**src/rtl/fp_mul_pkg.sv**
```systemverilog
// Shared types and constants for the FP multiply operand front end.
// FP_MUL_DENORM_EN (optional define) keeps denormal operands instead of flushing them to zero.
package fp_mul_pkg;

    localparam int unsigned WORD_W   = 32;
    localparam int unsigned EXP_W    = 8;
    localparam int unsigned MANT_W   = 23;
    localparam int unsigned EXP_BIAS = 127;

    localparam logic [WORD_W-1:0] QNAN    = 32'h7FC0_0000;
    localparam logic [EXP_W-1:0]  EXP_MAX = 8'hFF;

    typedef enum logic [2:0] {
        FP_ZERO,
        FP_DENORM,
        FP_NORMAL,
        FP_INF,
        FP_NAN
    } fp_class_t;

    // Unpacked operand as consumed by the multiplier datapath
    typedef struct packed {
        logic              sign;
        logic [EXP_W-1:0]  exp;
        logic [MANT_W-1:0] mant;
        logic              norm;
    } fp_operand_t;

    typedef struct packed {
        fp_operand_t       num1;
        fp_operand_t       num2;
        logic              special;
        logic [WORD_W-1:0] special_result;
    } mul_entry_t;

endpackage

```
**src/rtl/fp_operand_classify.sv**
```systemverilog
// Combinational classifier/unpacker for one IEEE754 single word.
// Honours FP_MUL_DENORM_EN: when undefined, denormals classify as zero.
module fp_operand_classify
    import fp_mul_pkg::*;
(
    input  logic [WORD_W-1:0] word,
    output fp_class_t         cls,
    output fp_operand_t       fields
);

    logic [EXP_W-1:0]  exp_raw;
    logic [MANT_W-1:0] frac;
    logic              frac_nz;

    assign exp_raw = word[WORD_W-2 -: EXP_W];
    assign frac    = word[MANT_W-1:0];
    assign frac_nz = |frac;

    always_comb begin
        cls         = FP_NORMAL;
        fields.sign = word[WORD_W-1];
        fields.exp  = exp_raw;
        fields.mant = frac;
        fields.norm = 1'b1;
        if (exp_raw == EXP_MAX) begin
            cls = frac_nz ? FP_NAN : FP_INF;
        end else if (exp_raw == '0) begin
            if (!frac_nz) begin
                cls = FP_ZERO;
            end else begin
`ifdef FP_MUL_DENORM_EN
                // Denormal scales as exponent 1 with no hidden bit
                cls         = FP_DENORM;
                fields.exp  = EXP_W'(1);
                fields.norm = 1'b0;
`else
                cls = FP_ZERO;
`endif
            end
        end
    end

endmodule

```
**src/rtl/fp_mul_operand_stage.sv**
```systemverilog
// Registered FP multiply front end: unpacks operands, resolves specials, buffers DEPTH entries in order.
// Build option FP_MUL_DENORM_EN is applied inside fp_operand_classify.
module fp_mul_operand_stage
    import fp_mul_pkg::*;
#(
    parameter int unsigned DEPTH = 2,
    parameter int unsigned TAG_W = 4
) (
    input  logic                clk,
    input  logic                rst_n,
    input  logic                in_valid,
    output logic                in_ready,
    input  logic [WORD_W-1:0]   in_a,
    input  logic [WORD_W-1:0]   in_b,
    output logic                out_valid,
    input  logic                out_ready,
    output logic                out_sign_num1,
    output logic                out_sign_num2,
    output logic [EXP_W-1:0]    out_exp_num1,
    output logic [EXP_W-1:0]    out_exp_num2,
    output logic [MANT_W-1:0]   out_mantissa_num1,
    output logic [MANT_W-1:0]   out_mantissa_num2,
    output logic                out_normilized_bit_num1,
    output logic                out_normilized_bit_num2,
    output logic                out_special,
    output logic [WORD_W-1:0]   out_special_result,
    output logic [TAG_W-1:0]    out_tag
);

    localparam int unsigned CNT_W = $clog2(DEPTH + 1);
    localparam int unsigned IDX_W = (DEPTH > 1) ? $clog2(DEPTH) : 1;

    typedef enum logic [1:0] {S_EMPTY, S_PARTIAL, S_FULL} occ_state_t;

    occ_state_t       state, state_next;
    logic [CNT_W-1:0] count, count_next;
    logic [IDX_W-1:0] wr_idx;
    logic [TAG_W-1:0] tag_ctr;
    logic             push, pop, prod_sign;

    mul_entry_t       entry_q [DEPTH];
    mul_entry_t       entry_d [DEPTH];
    logic [TAG_W-1:0] tag_q   [DEPTH];
    logic [TAG_W-1:0] tag_d   [DEPTH];

    fp_class_t   cls_a, cls_b;
    fp_operand_t op_a, op_b;
    mul_entry_t  new_entry;

    assign push = in_valid & in_ready;
    assign pop  = out_valid & out_ready;

    fp_operand_classify u_classify_a (.word(in_a), .cls(cls_a), .fields(op_a));
    fp_operand_classify u_classify_b (.word(in_b), .cls(cls_b), .fields(op_b));

    // Special-operand resolution, NaN-producing cases first
    always_comb begin
        prod_sign                = in_a[WORD_W-1] ^ in_b[WORD_W-1];
        new_entry.num1           = op_a;
        new_entry.num2           = op_b;
        new_entry.special        = 1'b1;
        new_entry.special_result = '0;
        if (cls_a == FP_NAN || cls_b == FP_NAN ||
            (cls_a == FP_INF && cls_b == FP_ZERO) ||
            (cls_a == FP_ZERO && cls_b == FP_INF)) begin
            new_entry.special_result = QNAN;
        end else if (cls_a == FP_INF || cls_b == FP_INF) begin
            new_entry.special_result = {prod_sign, EXP_MAX, MANT_W'(0)};
        end else if (cls_a == FP_ZERO || cls_b == FP_ZERO) begin
            new_entry.special_result = {prod_sign, (WORD_W-1)'(0)};
        end else begin
            new_entry.special = 1'b0;
        end
    end

    // Occupancy next state
    always_comb begin
        count_next = count;
        state_next = state;
        case ({push, pop})
            2'b10:   count_next = count + CNT_W'(1);
            2'b01:   count_next = count - CNT_W'(1);
            default: count_next = count;
        endcase
        if (count_next == '0) begin
            state_next = S_EMPTY;
        end else if (count_next == CNT_W'(DEPTH)) begin
            state_next = S_FULL;
        end else begin
            state_next = S_PARTIAL;
        end
    end

    // Shift-down buffer: slot 0 is always the head, so outputs come straight from flops
    always_comb begin
        entry_d = entry_q;
        tag_d   = tag_q;
        wr_idx  = pop ? IDX_W'(count - CNT_W'(1)) : IDX_W'(count);
        if (pop) begin
            for (int i = 0; i < DEPTH - 1; i++) begin
                entry_d[i] = entry_q[i+1];
                tag_d[i]   = tag_q[i+1];
            end
        end
        if (push) begin
            entry_d[wr_idx] = new_entry;
            tag_d[wr_idx]   = tag_ctr;
        end
    end

    always_ff @(posedge clk or negedge rst_n) begin
        if (!rst_n) begin
            state     <= S_EMPTY;
            count     <= '0;
            tag_ctr   <= '0;
            in_ready  <= 1'b0;
            out_valid <= 1'b0;
            for (int i = 0; i < DEPTH; i++) begin
                entry_q[i] <= '0;
                tag_q[i]   <= '0;
            end
        end else begin
            state     <= state_next;
            count     <= count_next;
            entry_q   <= entry_d;
            tag_q     <= tag_d;
            in_ready  <= (state_next != S_FULL);
            out_valid <= (state_next != S_EMPTY);
            if (push) begin
                tag_ctr <= tag_ctr + TAG_W'(1);
            end
        end
    end

    assign out_sign_num1           = entry_q[0].num1.sign;
    assign out_sign_num2           = entry_q[0].num2.sign;
    assign out_exp_num1            = entry_q[0].num1.exp;
    assign out_exp_num2            = entry_q[0].num2.exp;
    assign out_mantissa_num1       = entry_q[0].num1.mant;
    assign out_mantissa_num2       = entry_q[0].num2.mant;
    assign out_normilized_bit_num1 = entry_q[0].num1.norm;
    assign out_normilized_bit_num2 = entry_q[0].num2.norm;
    assign out_special             = entry_q[0].special;
    assign out_special_result      = entry_q[0].special_result;
    assign out_tag                 = tag_q[0];

endmodule

```
**config.mk**
```make
export PLATFORM = sky130hd
export DESIGN_NAME = fp_mul_operand_stage
export DESIGN_NICKNAME = d
export VERILOG_FILES = /design/src/rtl/fp_mul_pkg.sv /design/src/rtl/fp_operand_classify.sv /design/src/rtl/fp_mul_operand_stage.sv
export SDC_FILE = /design/constraint.sdc
export NUM_CORES = 1
export LEC_CHECK = 0
export ABC_AREA = 1
export CORE_UTILIZATION = 35
export DETAILED_ROUTE_END_ITERATION = 16
export PLACE_DENSITY = 0.67
export SLEW_MARGIN = 20
export SYNTH_ARGS = -nofsm -noshare
export SYNTH_HDL_FRONTEND = slang
export SYNTH_SLANG_ARGS = --single-unit
export TNS_END_PERCENT = 20
```
**constraint.sdc**
```tcl
create_clock -name clk -period 3.95 [get_ports clk]
set_input_delay 0.395 -clock clk [delete_from_list [all_inputs] [get_ports clk]]
set_output_delay 0.395 -clock clk [all_outputs]
set_load 0.01 [all_outputs]
```
Word level (Yosys, flattened, before mapping)
Cells that the tools add are included.
{ "op_classes": {"bitwise_logic": 4, "reduce_logical": 16, "n_addsub": 3, "order_cmp": 2, "n_eq_ne": 10, "muxes": 26} }
{ "ops": {"columns": ["op", "n"], "rows": [
  ["bitwise mux 198 bit", 1],
  ["two-way mux 198 bit", 1],
  ["two-way mux 99 bit", 2],
  ["demux 99 bit (select 1 bit)", 1],
  ["two-way mux 32 bit", 3],
  ["OR reduction 23 bit", 2],
  ["== test 8 bit, second input constant", 2],
  ["zero test 8 bit", 2],
  ["two-way mux 3 bit", 4],
  ["bitwise mux 8 bit", 1],
  ["two-way mux 2 bit", 4],
  ["two-way mux 4 bit", 2],
  ["two-way mux 8 bit", 1],
  ["== test 3 x 2 -> 1 bit, second input constant", 2],
  ["== test 3 bit, second input constant", 2],
  ["zero test 3 bit", 2],
  ["logical OR 1 bit", 5],
  ["adder 4 x 1 -> 4 bit, second input constant", 1],
  ["demux 4 bit (select 1 bit)", 1],
  ["== test 2 bit, second input constant", 2],
  ["two-way mux 1 bit", 4],
  ["one-hot mux 2 bit (2 select lines)", 1],
  ["logical AND 1 bit", 3],
  ["adder 2 x 1 -> 2 bit, second input constant", 1],
  ["other kinds (10)", 11]
]} }
{ "word_totals": {"input_bits": 68, "ff_bits": 214, "elab_cells": 87} }

Logic depth before layout (Yosys ltp)
{ "depth": {"word_depth": 10, "depth_mapped": 11} }

Cells and area by module
From an unflattened synthesis, not the netlist that was laid out.
{ "hier_totals": {"hier_cells": 1296, "hier_area_um2": 10388.7} }
{ "by_module_without_submodules": {"columns": ["module", "seq_area_each_um2", "n_inst", "cells_per_inst", "area_each_um2"], "rows": [
  ["fp_mul_operand_stage", 5180.0, 1, 1156, 9570.4],
  ["fp_operand_classify", 0.0, 2, 70, 409.1]
]} }

Worst setup path before layout
Ideal clock, no wire load.
{ "synth_path": {"path_type": "reg-to-reg", "startpoint": "register out_valid", "endpoint": "register out_valid", "arrival_time_ns": 1.790, "path_stages_with_launch": 9, "slack_ns": 2.033, "cell_sequence": "dfrtp_1 -> nand2_2 -> inv_2 -> buf_2 -> clkbuf_1 -> ha_1 -> nand2_1 -> o21ai_0 -> or2_2"} }
{ "synth_between": {"elab_chain_len": 7, "word_cells_on_any_way": 9, "classes_between": "eq/ne: 3; mux: 3; bitwise: 1; reduce/logical: 2"} }
{ "synth_rtl": {"columns": ["item", "line_no", "text"], "rows": [
  ["start: declaration", "fp_mul_operand_stage.sv:15", "output logic out_valid,"],
  ["start signal: assignment", "fp_mul_operand_stage.sv:128", "out_valid <= (state_next != S_EMPTY);"],
  ["bitwise AND 1 bit *", "fp_mul_operand_stage.sv:51", "assign pop = out_valid & out_ready;"],
  ["== test 2 x 1 -> 1 bit or == test 2 bit (tied branches)", "fp_mul_operand_stage.sv:80", "case ({push, pop})"],
  ["one-hot mux 2 bit (2 select lines) *", "fp_mul_operand_stage.sv:80", null],
  ["net count_next[1]", "fp_mul_operand_stage.sv:36", "logic [CNT_W-1:0] count, count_next;"],
  ["== test 2 bit", "fp_mul_operand_stage.sv:87", "end else if (count_next == CNT_W'(DEPTH)) begin"],
  ["two-way mux 2 bit", "fp_mul_operand_stage.sv:87", null],
  ["two-way mux 2 bit *", "fp_mul_operand_stage.sv:85", "if (count_next == '0) begin"],
  ["nonzero test 2 bit *", "fp_mul_operand_stage.sv:128", null]
]} }
Mark *: on every way through the listed nets, which the timed path passes. The rest lies on a longest branch.
A chain may end at the register's enable or synchronous reset.

==> metrics.md <==
| Metric | Value |
|---|---|
| Run status | `complete, no violations` |
| Worst path bufs/invs | `4` |
| Measured slew at the worst slew-check pin | `roughly 750 ps` |
| Stages on the worst setup path | `10` |
| Number of library cell types mapped by synthesis | `26` |
| Vias post-DR | `between 7000 and 8000` |
| Clock sinks | `between 200 and 250` |
| Final hold vios | `0` |
| Post-DR vias/cell | `approximately 4.6` |
| Clock Latency Late Sink | `slightly above 500 ps` |
| Min Tclk post-route | `approximately 2700 ps` |
| DR WL/cell | `about 14 um` |
| Slew headroom | `0.5008` |
| Leakage | `between 0.005 and 0.006 uW` |
| Synth top area cells | `dfrtp_1 (54%), nand2_1 (19%), buf_4 (7.7%)` |
| Synth-to-layout area growth | `22.27%` |
| Slowest stage delay, CP | `520 ps` |
| Routing usage on met2 | `0.2550` |
| Layer with the highest usage | `met2` |
| Max-slew violation total from the final report | `0` |
| Critical Path Sink Type | `flip-flop` |
| Row count | `60` |
| Skew final | `10.46 ps` |
| Max Root-Sink Buffers | `3` |
| CP startpoint kind | `flip-flop` |
| Avg Inst Size Synth | `8.171 um2` |
| Global-route track usage on met1 | `0.2276` |
| CP dominant cell by count | `nand2_1` |
| Clock root buffer | `clkbuf_16` |
| Routed WL | `between 20000 and 25000 um` |
| Top delay family on crit path | `buffers and inverters` |
| Residual DRC count | `0` |
| Worst-path fanout max | `54` |
| Port bufs | `between 150 and 200` |
| Hold Crit Class | `flip-flop to flip-flop` |
| DIE AREA | `0.02789 mm2` |
| Tcrit/Tclk final | `0.6830` |
| Starting Density | `0.3555` |
| R2R cell count | `10` |
| Die extent in x | `167.0 um` |
| Share of cells above drive strength 1 | `0.04770` |
| Resized Gates After CTS | `0` |
| P_int | `about 5700 uW` |
| Htree depth | `1` |
| Main synth FF type | `dfrtp_1` |
| Setup TNS | `0 ps` |
| RSZ-0062 raised after global routing | `false` |
| Cell Chain, Critical Path | `nand2_4, clkinv_2, nand2_1, nand2_1, inv_2, nor2_4, inv_4, buf_4, nor2_1, a31oi_1` |
| Switching Share | `0.3388` |
| Post-synthesis register bit count | `a little over 200` |
| Async SR Flop Fraction | `1.000` |
| Area post-placement | `between 0.01 and 0.015 mm2` |
| Total grt overflow | `0` |
| Yosys top cell by area | `dfrtp_1` |
| Slowest CP cell | `buf_4` |
| CTS tree | `built` |
| EDFF count, synth | `0` |
| First-pass iteration count of the detailed router | `5` |
| Vias in the first global route | `between 7000 and 8000` |
| Critical path class | `flip-flop to flip-flop` |
| CP arrival | `3110 ps` |
| Ys Warns | `0` |
| Cell count after synthesis | `~1200` |
| Required time worst endpoint | `around 4400 ps` |
| Maximum VDD drop | `between 0.3 and 0.4 mV` |
| Die Y | `between 150 and 200 um` |
| Max Clock Freq | `roughly 0.37 GHz` |
| Num CTS Buffers | `24` |
| Clk network pwr share | `0.263` |
| M3 GR Usage | `0.03755` |
| Hold Path Stages | `2` |
| Pwr Density | `approximately 740 mW/mm2` |
| # diodes | `0` |
| First-pass GRT wire length | `between 30000 and 40000 um` |
| Net count after synthesis | `about 1200` |
| Sw Pwr | `just under 3000 uW` |
| Max Cap Violations | `0` |
| FILL cells | `between 2000 and 3000` |
| Endpoints failing setup | `0` |
| Largest net degree at the start of global routing | `between 80 and 90` |
| Initial antenna violation count | `0` |
| Clk slew on worst S/H paths | `60 ps` |
| Final nets | `around 1300` |
| GRT Util Overall | `0.1624` |
| Hold_buf cts | `1` |
| Post-CTS Setup Bufs | `0` |
| Logic pwr share | `0.345` |
| Synthesized area | `between 0.009 and 0.01 mm2` |
| Register area share after synthesis | `0.5437` |
| Placer congestion estimate | `approximately 0.79` |
| I/O pin count | `around 170` |
| Routed Antenna Nets | `0` |
| HPWL after DPL | `13990 um` |
| 1st-iter DRT viols | `489` |
| Seq pwr share | `0.392` |
| Post-synth top area share | `0.5437` |
| Design Area, Final | `roughly 0.012 mm2` |
| Core ar. | `about 0.027 mm2` |
| Post-route core utilization | `0.4347` |
-- cell usage after synthesis, drive strengths merged (2+ instances only) --
master	count
a31oi	68
buf	132
clkbuf	23
dfrtp	207
ha	3
inv	89
nand2	475
nand3	10
nand4	12
nor2	104
o211ai	2
o21ai	31
or2	2
xor2	4
-- stage by stage --
step	std cells	power, uW	hold slack [ps]	setup slack (ps)
finish	1578	8639	455.0	1252
global route	1578	9280	469.8	934.6
CTS	1578	8764	458.0	1210
detailed placement	1534	6425	443.5	804.3
global placement	1534	6349	436.8	839.3
floorplan	1166	5516	99.41	2033
-- placed cells by master (no fill, tap or decap) --
master and instances:
o21ai_0 24, or2_1 1, inv_2 1, dlygate4sd3_1 1, and2_1 1, clkbuf_8 8
xor2_1 4, buf_4 7, a21oi_1 1, nor2_4 2, inv_1 85, clkinvlp_4 1
clkbuf_1 3, xnor2_1 1, clkinv_2 6, buf_12 3, inv_4 2, o21a_1 1
nand2_4 1, o211ai_1 2, or2_2 1, nand4_1 12, nand3_1 10, ha_1 3
nand2_1 474, dfrtp_1 207, bufinv_16 2, clkdlybuf4s50_1 171, clkbuf_16 25, o21ai_1 7
nor2_1 102, a31oi_1 68
-- metal layers --
layer  up-vias  routed length [um]
met3        28                1408
li1       3617                   -
met2       180               10020
met5         -                   0
met1      3397               10320
met4         0                 311
-- power by group through the flow --
stage                     registers (uW)  clock network (uW)  logic [uW]
after global routing                3490                2440        3350
after global placement              3400                   0        2940
after detailed placement            3400                   0        3030
after floorplan                     3280                   0        2230
final                               3390                2270        2980
after CTS                           3390                2340        3030
-- worst reg2reg max path, delay by kind of cell, from the launching register on --
family                 cells  cell delay (ps)
buffers and inverters      4             1170
flip-flops                 1              420
AND/OR/NAND/NOR            5              840
AO/OA/AOI/OAI              1              180
-- kinds of logic (layout without fill, tap and decap cells) --
| logic type | count (synthesis) | after routing | synth area share |
|---|---|---|---|
| compound gates | 103 | 103 | 0.06382 |
| xor+xnor | 5 | 5 | 0.004596 |
| fa+ha+maj | 3 | 3 | 0.003940 |
| buf+inv | 244 | 315 | 0.1397 |
| flops | 207 | 207 | 0.5437 |
| simple gates | 604 | 604 | 0.2443 |
-- path summary, 6_finish.rpt --
| check | start | to | slack (ps) |
|---|---|---|---|
| setup / recovery | out_valid | out_mantissa_num1[21] | 1250 |
| hold / removal | entry_q[33] | entry_q[33] | 460 |
| setup reg to reg | out_valid | out_mantissa_num1[21] | 1250 |
| hold reg to reg | entry_q[33] | entry_q[33] | 460 |
| max in group asynchronous | rst_n | asynchronous set/reset pin | 2320 |
| min in group asynchronous | rst_n | entry_q[19] | 490 |
-- layout make-up --
| type | instances | area, um2 | area share |
|---|---|---|---|
| flip-flops and latches | 207 | 5180 | 0.4446 |
| multi-input cells | 715 | 3029 | 0.2600 |
| repair buffers | 183 | 1848 | 0.1586 |
| clock buffers | 35 | 733.2 | 0.06294 |
| well taps | 341 | 426.7 | 0.03662 |
| inverters | 89 | 340.3 | 0.02921 |
| clock inverters | 8 | 92.59 | 0.007948 |
Note: power is estimated with default switching activity, not from simulation.
